## config.mk

```make
export PLATFORM = sky130hd
export DESIGN_NAME = sa_skew_feeder
export DESIGN_NICKNAME = d
export VERILOG_FILES = /design/src/rtl/sa_feed_pkg.sv /design/src/rtl/sa_feed_lane.sv /design/src/rtl/sa_skew_feeder.sv
export SDC_FILE = /design/constraint.sdc
export NUM_CORES = 2
export LEC_CHECK = 0
export BUFFER_PORTS_ARGS = -buffer_cell sky130_fd_sc_hd__buf_4
export CAP_MARGIN = 20
export CORE_MARGIN = 2
export CORE_UTILIZATION = 29
export DETAILED_ROUTE_END_ITERATION = 8
export PLACE_DENSITY = 0.53
export REMOVE_ABC_BUFFERS = 1
export SLEW_MARGIN = 20
export SYNTH_ARGS = -nofsm -noshare
export SYNTH_HDL_FRONTEND = slang
export SYNTH_SLANG_ARGS = --single-unit
```

## constraint.sdc

```tcl
create_clock -name clk -period 4.8 [get_ports clk]
set_clock_uncertainty 0.1 [all_clocks]
set_input_delay 0.24 -clock clk [delete_from_list [all_inputs] [get_ports clk]]
set_output_delay 0.24 -clock clk [all_outputs]
set_load 0.05 [all_outputs]
```

## src/rtl/sa_feed_pkg.sv

```systemverilog
// sa_feed_pkg: shared state type, default sizes and width helpers
// for the systolic-array skew feeder (sa_skew_feeder + sa_feed_lane).
package sa_feed_pkg;

    typedef enum logic [1:0] {IDLE, RUN, DRAIN, DONE} feed_state_e;

    localparam int unsigned SA_LANES  = 25;
    localparam int unsigned SA_DATA_W = 8;
    localparam int unsigned SA_ADDR_W = 10;
    localparam int unsigned LANE_W    = $clog2(SA_LANES);

    function automatic int unsigned lane_w(input int unsigned lanes);
        return $clog2(lanes);
    endfunction

    // Tick counter width: burst length plus the largest lane skew.
    function automatic int unsigned cnt_w(input int unsigned addr_w,
                                          input int unsigned lanes);
        return addr_w + $clog2(lanes) + 1;
    endfunction

endpackage

```

## src/rtl/sa_feed_lane.sv

```systemverilog
// sa_feed_lane: one SA row of the skew feeder. Decides whether the
// current tick falls in this lane's read window, drives the BRAM read
// and address, and registers the returned data as the beat to the SA.
// Ports:
//   clk, rst_n              clock, async active-low reset
//   clr_i                   burst start: clear address, data and flags
//   abort_i                 drop everything in flight
//   step_i                  tick advance qualifier from the top
//   sa_ready_i              SA accepts the current beat
//   mode_i, len_i, act_i    latched burst configuration
//   t_i                     tick counter
//   rd_data_i               BRAM data, one cycle after rden_o
//   rden_o, addr_o          BRAM read port
//   valid_o, data_o         beat to the SA
//   last_o                  final element of the burst is on the beat
//   busy_o                  read or beat still in flight
module sa_feed_lane
    import sa_feed_pkg::*;
#(
    parameter int unsigned DATA_W = SA_DATA_W,
    parameter int unsigned ADDR_W = SA_ADDR_W,
    parameter int unsigned LW     = LANE_W,
    parameter int unsigned CNT_W  = cnt_w(SA_ADDR_W, SA_LANES),
    parameter int unsigned IDX    = 0
) (
    input  logic              clk,
    input  logic              rst_n,
    input  logic              clr_i,
    input  logic              abort_i,
    input  logic              step_i,
    input  logic              sa_ready_i,
    input  logic              mode_i,
    input  logic [ADDR_W:0]   len_i,
    input  logic [LW:0]       act_i,
    input  logic [CNT_W-1:0]  t_i,
    input  logic [DATA_W-1:0] rd_data_i,
    output logic              rden_o,
    output logic [ADDR_W-1:0] addr_o,
    output logic              valid_o,
    output logic [DATA_W-1:0] data_o,
    output logic              last_o,
    output logic              busy_o
);

    localparam logic [LW:0]      IDX_L = (LW+1)'(IDX);
    localparam logic [CNT_W-1:0] IDX_T = CNT_W'(IDX);

    logic [CNT_W-1:0]  off;
    logic [CNT_W-1:0]  len_t;
    logic [CNT_W-1:0]  rel;
    logic              lane_en;
    logic              in_win;
    logic              is_last;

    logic [ADDR_W-1:0] addr_q;
    logic              pend_q;
    logic              pend_last_q;
    logic              skid_v_q;
    logic [DATA_W-1:0] skid_q;
    logic              skid_last_q;
    logic              valid_q;
    logic [DATA_W-1:0] data_q;
    logic              last_q;

    assign off     = mode_i ? '0 : IDX_T;
    assign len_t   = CNT_W'(len_i);
    assign rel     = t_i - off;
    assign lane_en = IDX_L < act_i;
    assign in_win  = (t_i >= off) && (rel < len_t);
    assign is_last = (rel == len_t - 1'b1);

    assign rden_o  = step_i & lane_en & in_win;
    assign addr_o  = rden_o ? rel[ADDR_W-1:0] : addr_q;

    // Reads are only issued while the SA is ready, but the beat from the
    // previous read may still be stalled when the next data returns. The
    // one-entry skid catches that data while outputs are frozen; a second
    // overflow cannot occur because no read is issued while ready is low.
    always_ff @(posedge clk or negedge rst_n) begin
        if (!rst_n) begin
            addr_q      <= '0;
            pend_q      <= 1'b0;
            pend_last_q <= 1'b0;
            skid_v_q    <= 1'b0;
            skid_q      <= '0;
            skid_last_q <= 1'b0;
            valid_q     <= 1'b0;
            data_q      <= '0;
            last_q      <= 1'b0;
        end else if (abort_i) begin
            pend_q      <= 1'b0;
            pend_last_q <= 1'b0;
            skid_v_q    <= 1'b0;
            valid_q     <= 1'b0;
            last_q      <= 1'b0;
        end else if (clr_i) begin
            addr_q      <= '0;
            pend_q      <= 1'b0;
            pend_last_q <= 1'b0;
            skid_v_q    <= 1'b0;
            valid_q     <= 1'b0;
            data_q      <= '0;
            last_q      <= 1'b0;
        end else begin
            if (rden_o) begin
                addr_q <= rel[ADDR_W-1:0];
            end
            pend_q      <= rden_o;
            pend_last_q <= rden_o & is_last;
            if (sa_ready_i) begin
                if (skid_v_q) begin
                    data_q   <= skid_q;
                    last_q   <= skid_last_q;
                    valid_q  <= 1'b1;
                    skid_v_q <= 1'b0;
                end else if (pend_q) begin
                    data_q  <= rd_data_i;
                    last_q  <= pend_last_q;
                    valid_q <= 1'b1;
                end else begin
                    valid_q <= 1'b0;
                    last_q  <= 1'b0;
                end
            end else if (pend_q) begin
                skid_q      <= rd_data_i;
                skid_last_q <= pend_last_q;
                skid_v_q    <= 1'b1;
            end
        end
    end

    assign valid_o = valid_q;
    assign data_o  = data_q;
    assign last_o  = valid_q & last_q;
    assign busy_o  = pend_q | skid_v_q | valid_q;

endmodule

```

## src/rtl/sa_skew_feeder.sv

```systemverilog
// sa_skew_feeder: reads LANES input-buffer banks and drives diagonally
// skewed (or aligned) row data into the systolic array west edge.
// Ports:
//   clk, rst_n        clock, async active-low reset
//   start_i, abort_i  burst control pulses (abort wins)
//   mode_i            0 = skew lane i by i ticks, 1 = aligned
//   burst_len_i       elements per lane, 0..2**ADDR_W
//   active_lanes_i    lanes used, 1..LANES
//   busy_o, done_o    burst status / one-cycle completion pulse
//   buff_rden_o/addr  per-lane BRAM read port
//   buff_data_i       per-lane BRAM data, one cycle after rden
//   weight_ready_i    weights resident; low pauses new reads
//   sa_ready_i        SA accepts beats; low freezes the feeder
//   data_valid_o      per-lane beat valid
//   sa_data_o         per-lane beat data
//   burst_last_o      final beat of the burst is on the outputs
module sa_skew_feeder
    import sa_feed_pkg::*;
#(
    parameter int unsigned LANES  = SA_LANES,
    parameter int unsigned DATA_W = SA_DATA_W,
    parameter int unsigned ADDR_W = SA_ADDR_W
) (
    input  logic                           clk,
    input  logic                           rst_n,
    input  logic                           start_i,
    input  logic                           abort_i,
    input  logic                           mode_i,
    input  logic [ADDR_W:0]                burst_len_i,
    input  logic [$clog2(LANES):0]         active_lanes_i,
    output logic                           busy_o,
    output logic                           done_o,
    output logic [LANES-1:0]               buff_rden_o,
    output logic [LANES-1:0][ADDR_W-1:0]   buff_addr_o,
    input  logic [LANES-1:0][DATA_W-1:0]   buff_data_i,
    input  logic                           weight_ready_i,
    input  logic                           sa_ready_i,
    output logic [LANES-1:0]               data_valid_o,
    output logic [LANES-1:0][DATA_W-1:0]   sa_data_o,
    output logic                           burst_last_o
);

    localparam int unsigned LW = lane_w(LANES);
    localparam int unsigned CW = cnt_w(ADDR_W, LANES);

    feed_state_e     state_q;
    feed_state_e     state_d;

    logic            mode_q;
    logic [ADDR_W:0] len_q;
    logic [LW:0]     act_q;
    logic [CW-1:0]   t_q;
    logic [CW-1:0]   span;
    logic [CW-1:0]   t_end;

    logic            start_acc;
    logic            abort_eff;
    logic            step;
    logic            tick_end;
    logic            drained;

    logic [LANES-1:0] lane_busy;
    logic [LANES-1:0] lane_last;

    assign abort_eff = abort_i & (state_q != IDLE);
    assign start_acc = start_i & ~abort_i & (state_q == IDLE);
    // Abort also blocks the read that would otherwise issue this cycle.
    assign step      = (state_q == RUN) & weight_ready_i
                     & sa_ready_i & ~abort_i;

    assign span     = mode_q ? '0 : CW'(act_q) - 1'b1;
    assign t_end    = CW'(len_q) - 1'b1 + span;
    assign tick_end = step & (t_q == t_end);
    assign drained  = ~|lane_busy;

    always_ff @(posedge clk or negedge rst_n) begin
        if (!rst_n) begin
            state_q <= IDLE;
        end else begin
            state_q <= state_d;
        end
    end

    always_comb begin
        state_d = state_q;
        unique case (state_q)
            IDLE: begin
                if (start_acc) begin
                    state_d = (burst_len_i == '0) ? DONE : RUN;
                end
            end
            RUN: begin
                if (abort_i) begin
                    state_d = IDLE;
                end else if (tick_end) begin
                    state_d = DRAIN;
                end
            end
            DRAIN: begin
                if (abort_i) begin
                    state_d = IDLE;
                end else if (drained) begin
                    state_d = DONE;
                end
            end
            DONE:    state_d = IDLE;
            default: state_d = IDLE;
        endcase
    end

    always_comb begin
        busy_o = (state_q != IDLE);
        done_o = (state_q == DONE);
    end

    always_ff @(posedge clk or negedge rst_n) begin
        if (!rst_n) begin
            mode_q <= 1'b0;
            len_q  <= '0;
            act_q  <= '0;
            t_q    <= '0;
        end else if (start_acc) begin
            mode_q <= mode_i;
            len_q  <= burst_len_i;
            act_q  <= active_lanes_i;
            t_q    <= '0;
        end else if (step) begin
            t_q <= t_q + 1'b1;
        end
    end

    // Aligned mode: every active lane carries its last element together.
    always_comb begin
        burst_last_o = 1'b0;
        for (int i = 0; i < LANES; i++) begin
            if (mode_q || act_q == (LW+1)'(i + 1)) begin
                burst_last_o = burst_last_o | lane_last[i];
            end
        end
    end

    for (genvar g = 0; g < LANES; g++) begin : g_lane
        sa_feed_lane #(
            .DATA_W (DATA_W),
            .ADDR_W (ADDR_W),
            .LW     (LW),
            .CNT_W  (CW),
            .IDX    (g)
        ) u_lane (
            .clk        (clk),
            .rst_n      (rst_n),
            .clr_i      (start_acc),
            .abort_i    (abort_eff),
            .step_i     (step),
            .sa_ready_i (sa_ready_i),
            .mode_i     (mode_q),
            .len_i      (len_q),
            .act_i      (act_q),
            .t_i        (t_q),
            .rd_data_i  (buff_data_i[g]),
            .rden_o     (buff_rden_o[g]),
            .addr_o     (buff_addr_o[g]),
            .valid_o    (data_valid_o[g]),
            .data_o     (sa_data_o[g]),
            .last_o     (lane_last[g]),
            .busy_o     (lane_busy[g])
        );
    end

endmodule

```

==> summary.md <==
| Metric | Value |
|---|---|
| TritonCTS clock tree | done |
| Post-synth EDFFs | 0 |
| IO Port Bufs | 726 |
| Violated checks | negative setup slack |
| Vias in the first global route | 51300 |
| Sequential power share | roughly 30% |
| Detailed Route WL | roughly 270 mm |
| Worst slack, placed | -0.227 ns |
| Mean post-synth cell area | roughly 9.6 sq um |
| Psw | between 9 and 10 mW |
| Worst-skew pair later-pin latency | just under 0.8 ns |
| Post-Synth Simple-Gate Area | roughly 16% |
| RSZ-0062 raised after global routing | true |
| Clock Sinks | roughly 840 |
| Main flop type after synthesis | dfrtp_1 |
| Vias/cell | between 5 and 6 |
| Post-synthesis mux area share | between 10 and 15% |
| Synth Register Bits | ~840 |
| # rows | 157 |
| RePlAce Congestion | 1.03 |
| Arrival time worst endpoint | around 4.6 ns |
| Pwr per Cell Area | around 320 mW/mm^2 |
| Hold Vio Cnt, Final | 0 |
| Synth-to-Final Area Change | 43.4% |
| Switching share of power | between 30% and 40% |
| Core footprint | ~0.18 sq mm |
| # DRC | 0 |
| Nets@finish | between 7000 and 8000 |
| Hpwl dp | a little under 200 mm |
| CTS Buf Count | between 100 and 150 |
| Root buf cell | clkbuf_16 |
| First-pass GRT wire length | between 300 and 400 mm |
| Placed cell count | between 8000 and 9000 |
| Global Route Usage Sum | a little over a quarter |
| Fmax | just over 200 MHz |
| Setup violations, final | 97 |
| Maximum VDD drop | approximately 0.30 mV |
| Hold Slack | between 0.06 and 0.07 ns |
| Gate power share | 37.5% |
| Hold Path Depth | 5 |
| Worst Tran Pin Value | 1.28 ns |
| Worst Hold Class | primary input to flip-flop |
| XOR/XNOR Fraction of Synth Area | 8.60% |
| Final Critical Period | 4.96 ns |
| Worst endpoint required time | 4.46 ns |
| Post-synthesis cell count | between 5000 and 6000 |
| Post-Layout Cell Count | between 9000 and 10000 |
| 1st-pass router iterations | 7 |
| Status | finished, violations left |
| Startpoint Class | flip-flop |
| R2R depth | 14 |
| Fin util | between 40% and 50% |
| Largest family of logic cells by synthesized area | simple AND/OR/NAND/NOR gates |
| YS warnings | 0 |
| Initial core utilization | between 20% and 30% |
| Total Power | 24.4 mW |
| Maxcap violations | 0 |
| Synth Area in Compound Gates | a little under an eighth |
| DRT iter0 DRCs | between 4000 and 5000 |
| Netlist cell types | 103 |
| IO Count | 727 |
| Wire length per cell | 27.7 microns |
| Pint | roughly 15 mW |
| Layout cell share with drive strength beyond 1 | a little over a third |
| Largest net degree at the start of global routing | about 140 |
| Maximum root-to-sink buffer count | 3 |
| Final setup margin | -0.156 ns |
| Setup CP Type | flip-flop to output pin |
| Relative slew slack | ~14% |
| # H-tree levels | 3 |
| GR Overflow Total | 0 |
| Initial antenna violation count | 25 |
| Clock Pin Slew Worst Setup and Hold Paths | roughly 0.060 ns |
| CP max FO | 6 |
| Setup crit end kind | output pin |
| Ys async rst share | 100% |
| Max-slew violations | 0 |
| Routed via count | 51200 |
| Leak Pwr | roughly 36 nW |
| Post-synthesis adder-cell area fraction | between 5 and 6% |
| Horiz. Die Dim | ~430 microns |
| Clock network power share | roughly 33% |
| Die height | approximately 430 microns |
| DIE AREA | between 0.15 and 0.2 sq mm |
| Final worst-path cycle share | 103% |
| Antenna Nets Post-Route | 0 |
| Post-Syn Area | roughly 0.053 sq mm |
| Sequential area share after synthesis | 39.3% |
## sequential cells by signal, summed over array words and instances (netlist names)
| name | cells |
|---|---|
| g_lane.u_lane.data_o | 200 |
| g_lane.u_lane.pend_q | 25 |
| mode_q | 1 |
| g_lane.u_lane.skid_q | 200 |
| g_lane.u_lane.addr_q | 250 |
| state_q | 2 |
| g_lane.u_lane.last_q | 25 |
| act_q | 6 |
| g_lane.u_lane.pend_last_q | 25 |
| g_lane.u_lane.skid_v_q | 25 |
| len_q | 11 |
| t_q | 16 |
| g_lane.u_lane.valid_o | 25 |
| g_lane.u_lane.skid_last_q | 25 |
## cells by family (layout without fill, tap and decap cells)
kind of cell | count (synthesis) | count (layout)
buf+inv | 532 | 2081
mux | 690 | 690
flops | 836 | 836
simple gates | 1778 | 1781
fa+ha+maj | 244 | 244
xor+xnor | 505 | 505
other cells | 0 | 18
compound gates | 941 | 942
## worst paths after layout
path	from	end	slack, ns
min in group asynchronous	rst_n	g_lane[22].u_lane.data_o[3]	0.55
hold reg to reg	g_lane[0].u_lane.data_o[5]	g_lane[0].u_lane.data_o[5]	0.38
setup reg to reg	len_q[0]	state_q[0]	0.06
setup / recovery	t_q[4]	buff_addr_o[229]	-0.16
hold / removal	start_i	state_q[0]	0.06
max in group asynchronous	rst_n	g_lane[3].u_lane.skid_q[5]	2.72
## cell type report
class / count / area (sq um)
Tap cell: 2464 / 3080
Inverter: 154 / 603
Fill cell: 17900 / 107000
Antenna cell: 18 / 45.0
Timing Repair Buffer: 1735 / 15300
Sequential cell: 836 / 20900
Multi-Input combinational cell: 4162 / 32900
Clock buffer: 151 / 3010
Clock inverter: 41 / 464
## worst max-delay path, cell delays in order, from the launching register on
cell and delay (ns):
dfrtp_2 0.42, buf_6 0.12, inv_4 0.04, ha_4 0.28, or4b_4 0.53, buf_6 0.17
buf_6 0.12, o21ai_2 0.12, buf_6 0.13, xnor2_4 0.09, ha_4 0.18, a211o_1 0.27
or3_4 0.41, o21ai_4 0.19, o211ai_4 0.12, buf_6 0.17, mux2_4 0.33, buf_8 0.16
## cell usage in the layout (no fill, tap or decap), types with 206 or more instances in the layout
| cell type | count |
|---|---|
| nor2_1 | 411 |
| mux2_2 | 339 |
| mux2i_1 | 308 |
| buf_4 | 1243 |
| ha_1 | 212 |
| nand2_1 | 567 |
| dlygate4sd3_1 | 223 |
| xnor2_1 | 334 |
| o21ai_0 | 206 |
| dfrtp_1 | 829 |
## timing repair
action,in CTS,in global routing
cloned,20,4
buffers inserted,187,53
endpoints found under the hold margin,548,0
setup endpoints to repair,265,256
pin swaps,93,71
hold buffers,223,0
resized for setup,656,262
## cells in the mapped netlist (26+ instances only)
| library cell | instances | area [sq um] |
|---|---|---|
| o21a_1 | 38 | 285 |
| xnor2_1 | 395 | 3460 |
| o21ai_0 | 282 | 1410 |
| o211ai_1 | 62 | 465 |
| xor2_1 | 98 | 858 |
| ha_1 | 239 | 2990 |
| a21o_1 | 29 | 218 |
| and2_1 | 53 | 332 |
| mux2_2 | 375 | 4220 |
| nor2_1 | 440 | 1650 |
| buf_2 | 73 | 365 |
| nor4_1 | 61 | 382 |
| a211oi_1 | 168 | 1260 |
| dfrtp_1 | 836 | 20900 |
| nor3_1 | 107 | 536 |
| a21oi_1 | 118 | 591 |
| nand2b_1 | 52 | 325 |
| nand2_1 | 599 | 2250 |
| clkbuf_1 | 198 | 743 |
| inv_1 | 144 | 541 |
| nand3_1 | 141 | 706 |
| nand4_1 | 107 | 669 |
| buf_1 | 45 | 169 |
| mux2i_1 | 308 | 3080 |
| buf_4 | 58 | 435 |
| and3_1 | 37 | 231 |
| nor2b_1 | 26 | 163 |
## routing by layer
| layer | vias up | share of wire [%] | global-route usage, % |
|---|---|---|---|
| li1 | 22600 | - | - |
| met1 | 25300 | 38 | 32.4 |
| met2 | 2407 | 46 | 44.7 |
| met3 | 856 | 7.6 | 6.35 |
| met4 | 6 | 7.8 | 18.0 |
| met5 | - | 0.014 | 0 |
## power by group through the flow
stage,clock network [mW],registers (mW),logic (mW)
2_1_floorplan,0,7.40,4.32
3_3_place_gp,0,7.38,7.61
3_5_place_dp,0,7.38,7.71
4_1_cts,8.23,7.26,8.66
5_1_grt,8.53,7.27,9.69
6_report,8.02,7.26,9.16
## through the flow
stage	area [sq um]	TNS (ns)
3_3_place_gp	64500	-2.01
3_5_place_dp	64500	-2.12
5_1_grt	76400	-26.30
6_report	76400	-6.86
2_1_floorplan	51500	-3823.32
4_1_cts	74800	-15.02
Note: power is estimated with default switching activity, not from simulation.
